===== src/rtl/bram_port_arbiter.sv =====
// Round-robin arbiter sharing one my_bram port between requesters A and B.
// Registers the winning command, returns read data to its issuer, and signals done once traffic drains.
module bram_port_arbiter #(
  parameter int BRAM_ADDR_WIDTH = 15
) (
  input  logic                       BRAM_CLK,
  input  logic                       BRAM_RSTN,
  input  logic                       a_req,
  input  logic [3:0]                 a_we,
  input  logic [BRAM_ADDR_WIDTH-1:0] a_addr,
  input  logic [31:0]                a_wrdata,
  input  logic                       a_done,
  input  logic                       b_req,
  input  logic [3:0]                 b_we,
  input  logic [BRAM_ADDR_WIDTH-1:0] b_addr,
  input  logic [31:0]                b_wrdata,
  input  logic                       b_done,
  output logic                       a_gnt,
  output logic                       b_gnt,
  output logic                       a_rdvalid,
  output logic                       b_rdvalid,
  output logic [31:0]                a_rddata,
  output logic [31:0]                b_rddata,
  output logic [BRAM_ADDR_WIDTH-1:0] BRAM_ADDR,
  output logic [31:0]                BRAM_WRDATA,
  output logic [3:0]                 BRAM_WE,
  output logic                       BRAM_EN,
  output logic                       BRAM_RST,
  input  logic [31:0]                BRAM_RDDATA,
  output logic                       done
);

  typedef enum logic [1:0] {
    ST_RUN,
    ST_DRAIN,
    ST_DONE
  } state_t;

  state_t                     state_q, state_d;
  logic                       last_b_q, last_b_d;
  logic                       a_flag_q, a_flag_d;
  logic                       b_flag_q, b_flag_d;
  logic [2:0]                 pipe_valid_q, pipe_valid_d;
  logic [2:0]                 pipe_id_q, pipe_id_d;
  logic [BRAM_ADDR_WIDTH-1:0] addr_q, addr_d;
  logic [31:0]                wrdata_q, wrdata_d;
  logic [3:0]                 we_q, we_d;
  logic                       en_q, en_d;
  logic                       rst_q, rst_d;
  logic                       done_q, done_d;
  logic                       issue_rd;

  // last_b_q set means B won the previous accept, so A wins the next tie.
  always_comb begin
    a_gnt = 1'b0;
    b_gnt = 1'b0;
    if (state_q == ST_RUN) begin
      if (a_req && b_req) begin
        a_gnt = last_b_q;
        b_gnt = !last_b_q;
      end else begin
        a_gnt = a_req;
        b_gnt = b_req;
      end
    end
  end

  always_comb begin
    state_d  = state_q;
    last_b_d = last_b_q;
    addr_d   = addr_q;
    wrdata_d = wrdata_q;
    we_d     = 4'b0000;
    en_d     = 1'b1;
    rst_d    = 1'b0;
    a_flag_d = a_flag_q | a_done;
    b_flag_d = b_flag_q | b_done;

    if (a_gnt) begin
      addr_d   = a_addr;
      wrdata_d = a_wrdata;
      we_d     = a_we;
      last_b_d = 1'b0;
    end else if (b_gnt) begin
      addr_d   = b_addr;
      wrdata_d = b_wrdata;
      we_d     = b_we;
      last_b_d = 1'b1;
    end

    // Stage 3 lines up with the BRAM output register two edges after the command is presented.
    issue_rd     = (a_gnt && (a_we == 4'b0000)) || (b_gnt && (b_we == 4'b0000));
    pipe_valid_d = {pipe_valid_q[1:0], issue_rd};
    pipe_id_d    = {pipe_id_q[1:0], b_gnt};

    case (state_q)
      ST_RUN:   if (a_flag_d && b_flag_d) state_d = ST_DRAIN;
      ST_DRAIN: if (pipe_valid_q == 3'b000) state_d = ST_DONE;
      default:  state_d = ST_DONE;
    endcase
    done_d = (state_d == ST_DONE);
  end

  always_ff @(posedge BRAM_CLK or negedge BRAM_RSTN) begin
    if (!BRAM_RSTN) begin
      state_q      <= ST_RUN;
      last_b_q     <= 1'b1;
      a_flag_q     <= 1'b0;
      b_flag_q     <= 1'b0;
      pipe_valid_q <= 3'b000;
      pipe_id_q    <= 3'b000;
      addr_q       <= '0;
      wrdata_q     <= '0;
      we_q         <= 4'b0000;
      en_q         <= 1'b0;
      rst_q        <= 1'b1;
      done_q       <= 1'b0;
    end else begin
      state_q      <= state_d;
      last_b_q     <= last_b_d;
      a_flag_q     <= a_flag_d;
      b_flag_q     <= b_flag_d;
      pipe_valid_q <= pipe_valid_d;
      pipe_id_q    <= pipe_id_d;
      addr_q       <= addr_d;
      wrdata_q     <= wrdata_d;
      we_q         <= we_d;
      en_q         <= en_d;
      rst_q        <= rst_d;
      done_q       <= done_d;
    end
  end

  assign a_rdvalid   = pipe_valid_q[2] & ~pipe_id_q[2];
  assign b_rdvalid   = pipe_valid_q[2] &  pipe_id_q[2];
  assign a_rddata    = BRAM_RDDATA;
  assign b_rddata    = BRAM_RDDATA;
  assign BRAM_ADDR   = addr_q;
  assign BRAM_WRDATA = wrdata_q;
  assign BRAM_WE     = we_q;
  assign BRAM_EN     = en_q;
  assign BRAM_RST    = rst_q;
  assign done        = done_q;

endmodule

===== config.mk =====
export PLATFORM = sky130hd
export DESIGN_NAME = bram_port_arbiter
export DESIGN_NICKNAME = d
export VERILOG_FILES = /design/src/rtl/bram_port_arbiter.sv
export SDC_FILE = /design/constraint.sdc
export NUM_CORES = 1
export LEC_CHECK = 0
export BUFFER_PORTS_ARGS = -buffer_cell sky130_fd_sc_hd__buf_4
export CORE_MARGIN = 3
export CORE_UTILIZATION = 29
export DETAILED_ROUTE_END_ITERATION = 10
export HOLD_SLACK_MARGIN = 0.08
export MAX_ROUTING_LAYER = met4
export PLACE_DENSITY = 0.56
export REMOVE_ABC_BUFFERS = 1
export SLEW_MARGIN = 5
export SYNTH_ARGS = -nofsm -noshare
export SYNTH_HDL_FRONTEND = slang
export SYNTH_SLANG_ARGS = --single-unit

===== constraint.sdc =====
create_clock -name BRAM_CLK -period 4.35 [get_ports BRAM_CLK]
set_input_delay 0.435 -clock BRAM_CLK [delete_from_list [all_inputs] [get_ports BRAM_CLK]]
set_output_delay 0.435 -clock BRAM_CLK [all_outputs]
set_load 0.01 [all_outputs]

==> summary.md <==
| Metric | Value |
|---|---|
| Sequential-to-total area share from yosys stat | 41.4% |
| Synth-to-Final Area Change | 28.2% |
| Reg2reg end | BRAM_WRDATA[20] |
| Final Hold Fails | 0 |
| Clock latency on the worst-skew pair | 0.32 ns |
| RSZ-0062 raised after global routing | no |
| PnR Total Power | 1.61 mW |
| Post_cts resized | 0 |
| Grt met1 use | 24.2% |
| Most common cell after layout, fill and taps aside | buf_4 |
| Post-synth cell types | 31 |
| CTS clock-pin slew for the worst setup and hold paths | 0.06 ns |
| Critical path required time | 3.91 ns |
| First-iteration detailed-routing DRC count | 265 |
| Total gr overflow | 0 |
| Syn Inst Count | 337 |
| Clock root cell | clkbuf_16 |
| Synth top area share | 40.1% |
| Hold Path Class | input pin to async pin |
| Global-route wire length before repair | 20.1 mm |
| GP Congestion | 0.744 |
| Cts hold-fix bufs | 0 |
| Worst reg-to-reg path cell count | 4 |
| # diodes | 0 |
| Commonest non-fill, non-tap cells in the layout | buf_4 (170), dfrtp_1 (63), and4_1 (48) |
| Setup CP Type | flop to output port |
| PD cells | 320 mW/mm^2 |
| Leak pwr | 2.28 nW |
| Post CTS Setup Buffer Count | 0 |
| Area leader, netlist | dfrtp_1 |
| Avg Cell Area, Syn | 11.7 sq um |
| Hpwl dp | 9.90 mm |
| TritonCTS clock tree | built |
| Gr usage total | 18.3% |
| Via count | 3141 |
| Grt peak-use layer | met1 |
| CTS Buffer Depth | 2 |
| Crit path time final | 3.04 ns |
| Critical-path maximum fanout | 48 |
| GRT met3 Usage | 12.1% |
| Total of max-cap violations | 0 |
| Routing usage on met2 | 23.0% |
| Worst VDD drop | 136 uV |
| R2R Setup Slk | 1.57 ns |
| Largest net degree at the start of global routing | 66 |
| Final WS setup | 1.31 ns |
| Final TNS setup | 0 ns |
| Die X | 122 um |
| Post-DRT Antenna Nets | 0 |
| Fin nets | 558 |
| Num ports | 262 |
| Post-DP Area | 0.00473 sq mm |
| Worst Setup Slack post-DPL | 1.57 ns |
| Area contributors post-synth | dfrtp_1 (40%), buf_4 (14%), a221o_1 (12%) |
| Final instance area | 0.00505 sq mm |
| CTS Buf Count | 9 |
| Die area | 0.0150 sq mm |
| Initial Util | 30.4% |
| Main synth FF type | dfrtp_1 |
| Drt pass-1 iters | 4 |
| Final WL | 13.7 mm |
| CTS Sinks | 65 |
| Fmax achieved | 0.329 GHz |
| Worst setup EP type | output port |
| Synth warnings | 0 |
| EDFF count, synth | 0 |
| Final setup fails | 0 |
| DR WL/cell | 23.0 um |
| Fin crit share | 69.8% |
| CTS H-Tree Depth | 3 |
| Die height | 122 um |
| Proportion of layout cells with a drive suffix above 1 | 53.7% |
| Relative slew slack | 44.7% |
| Port Buf Inserts | 165 |
| Startpoint Class | flop |
| Pins Over Slew Limit | 0 |
| Asr flop ratio synth | 100% |
| Register area | 0.00163 sq mm |
| Multi-input gate area | 0.00161 sq mm |
| Core area | 0.0129 sq mm |
| Status | completed |
| # rows | 41 |
| Vias in the first global route | 3221 |
| Initial antenna violation count | 0 |
| Fill cells | 1274 |
| Worst-margin pin slew | 0.830 ns |
| # DRC | 0 |
| Register bit total from synthesis | 65 |
| Worst Skew | 0.00805 ns |
| Critical Path AT | 2.60 ns |
| Critical R2R Launch | last_b_q |
| Synth Cell Area | 0.00394 sq mm |
| Vias per cell | 5.28 |
-- synth_stat cells (all sizes together), types with 2 or more instances --
master  number
a21o         3
a21oi        2
a221o       47
a22o         4
and4        48
buf         85
clkbuf      15
conb         2
dfrtp       63
dfstp        2
nand2b       2
nor2         2
nor3b       47
nor4         2
or2          3
-- cell families after synthesis --
kind of cell           count (synthesis)  share of synthesized area [%]
other                                  2                          0.191
and+or+nand+nor                      111                           26.2
AOI/OAI and AO/OA                     58                           14.1
buffers and inverters                101                           18.2
DFF                                   65                           41.4
-- state kept, by name, indices dropped and copies added (netlist names) --
name	cells
BRAM_ADDR	15
BRAM_EN	1
BRAM_RST	1
BRAM_WE	4
BRAM_WRDATA	32
a_flag_q	1
b_flag_q	1
done	1
last_b_q	1
pipe_id_q	3
pipe_valid_q	3
state_q	2
-- routing by layer --
metal  part of all wire (%)  vias to the layer above
met1                     44                     1520
li1                       -                     1395
met5                      0                        -
met3                     14                        8
met2                     41                      218
met4                   0.77                        0
-- worst max-delay path: stages (launching register included) --
cell and delay, ns:
dfstp_2 0.55, nand2b_2 0.67, nand3_2 0.63, inv_2 0.27
buf_4 0.16
-- layout make-up --
type | count | area share [%]
inverter | 1 | 0.0744
multi-input combinational | 171 | 31.8
sequential | 65 | 32.3
clock inverter | 4 | 0.992
tap | 172 | 4.26
clock buffer | 12 | 5.28
timing repair buffer | 170 | 25.3
-- per-stage QoR --
step           cells  util [%]  hold WS, ns
2_1_floorplan    237         -        0.139
3_5_place_dp     579      36.6        0.336
3_3_place_gp     579      36.6        0.335
6_report         595      39.0        0.214
4_1_cts          595      39.0        0.254
5_1_grt          595      39.0        0.266
-- power breakdown --
part / switching [mW] / internal (mW)
clock network: 0.264 / 0.489
logic: 0.0830 / 0.126
registers: 0.0187 / 0.634
total: 0.365 / 1.25
-- how the worst max path moves through the flow --
stage,slack [ns],end,startpoint,cells after the start
floorplan,1.05,BRAM_ADDR[0],b_req,3
global placement,1.54,BRAM_WRDATA[6],last_b_q,4
detailed placement,1.57,BRAM_WRDATA[20],last_b_q,4
CTS,1.29,a_gnt,last_b_q,4
global route,1.05,a_gnt,last_b_q,4
finish,1.31,a_gnt,last_b_q,4
Power figures use the tool's default switching activity.
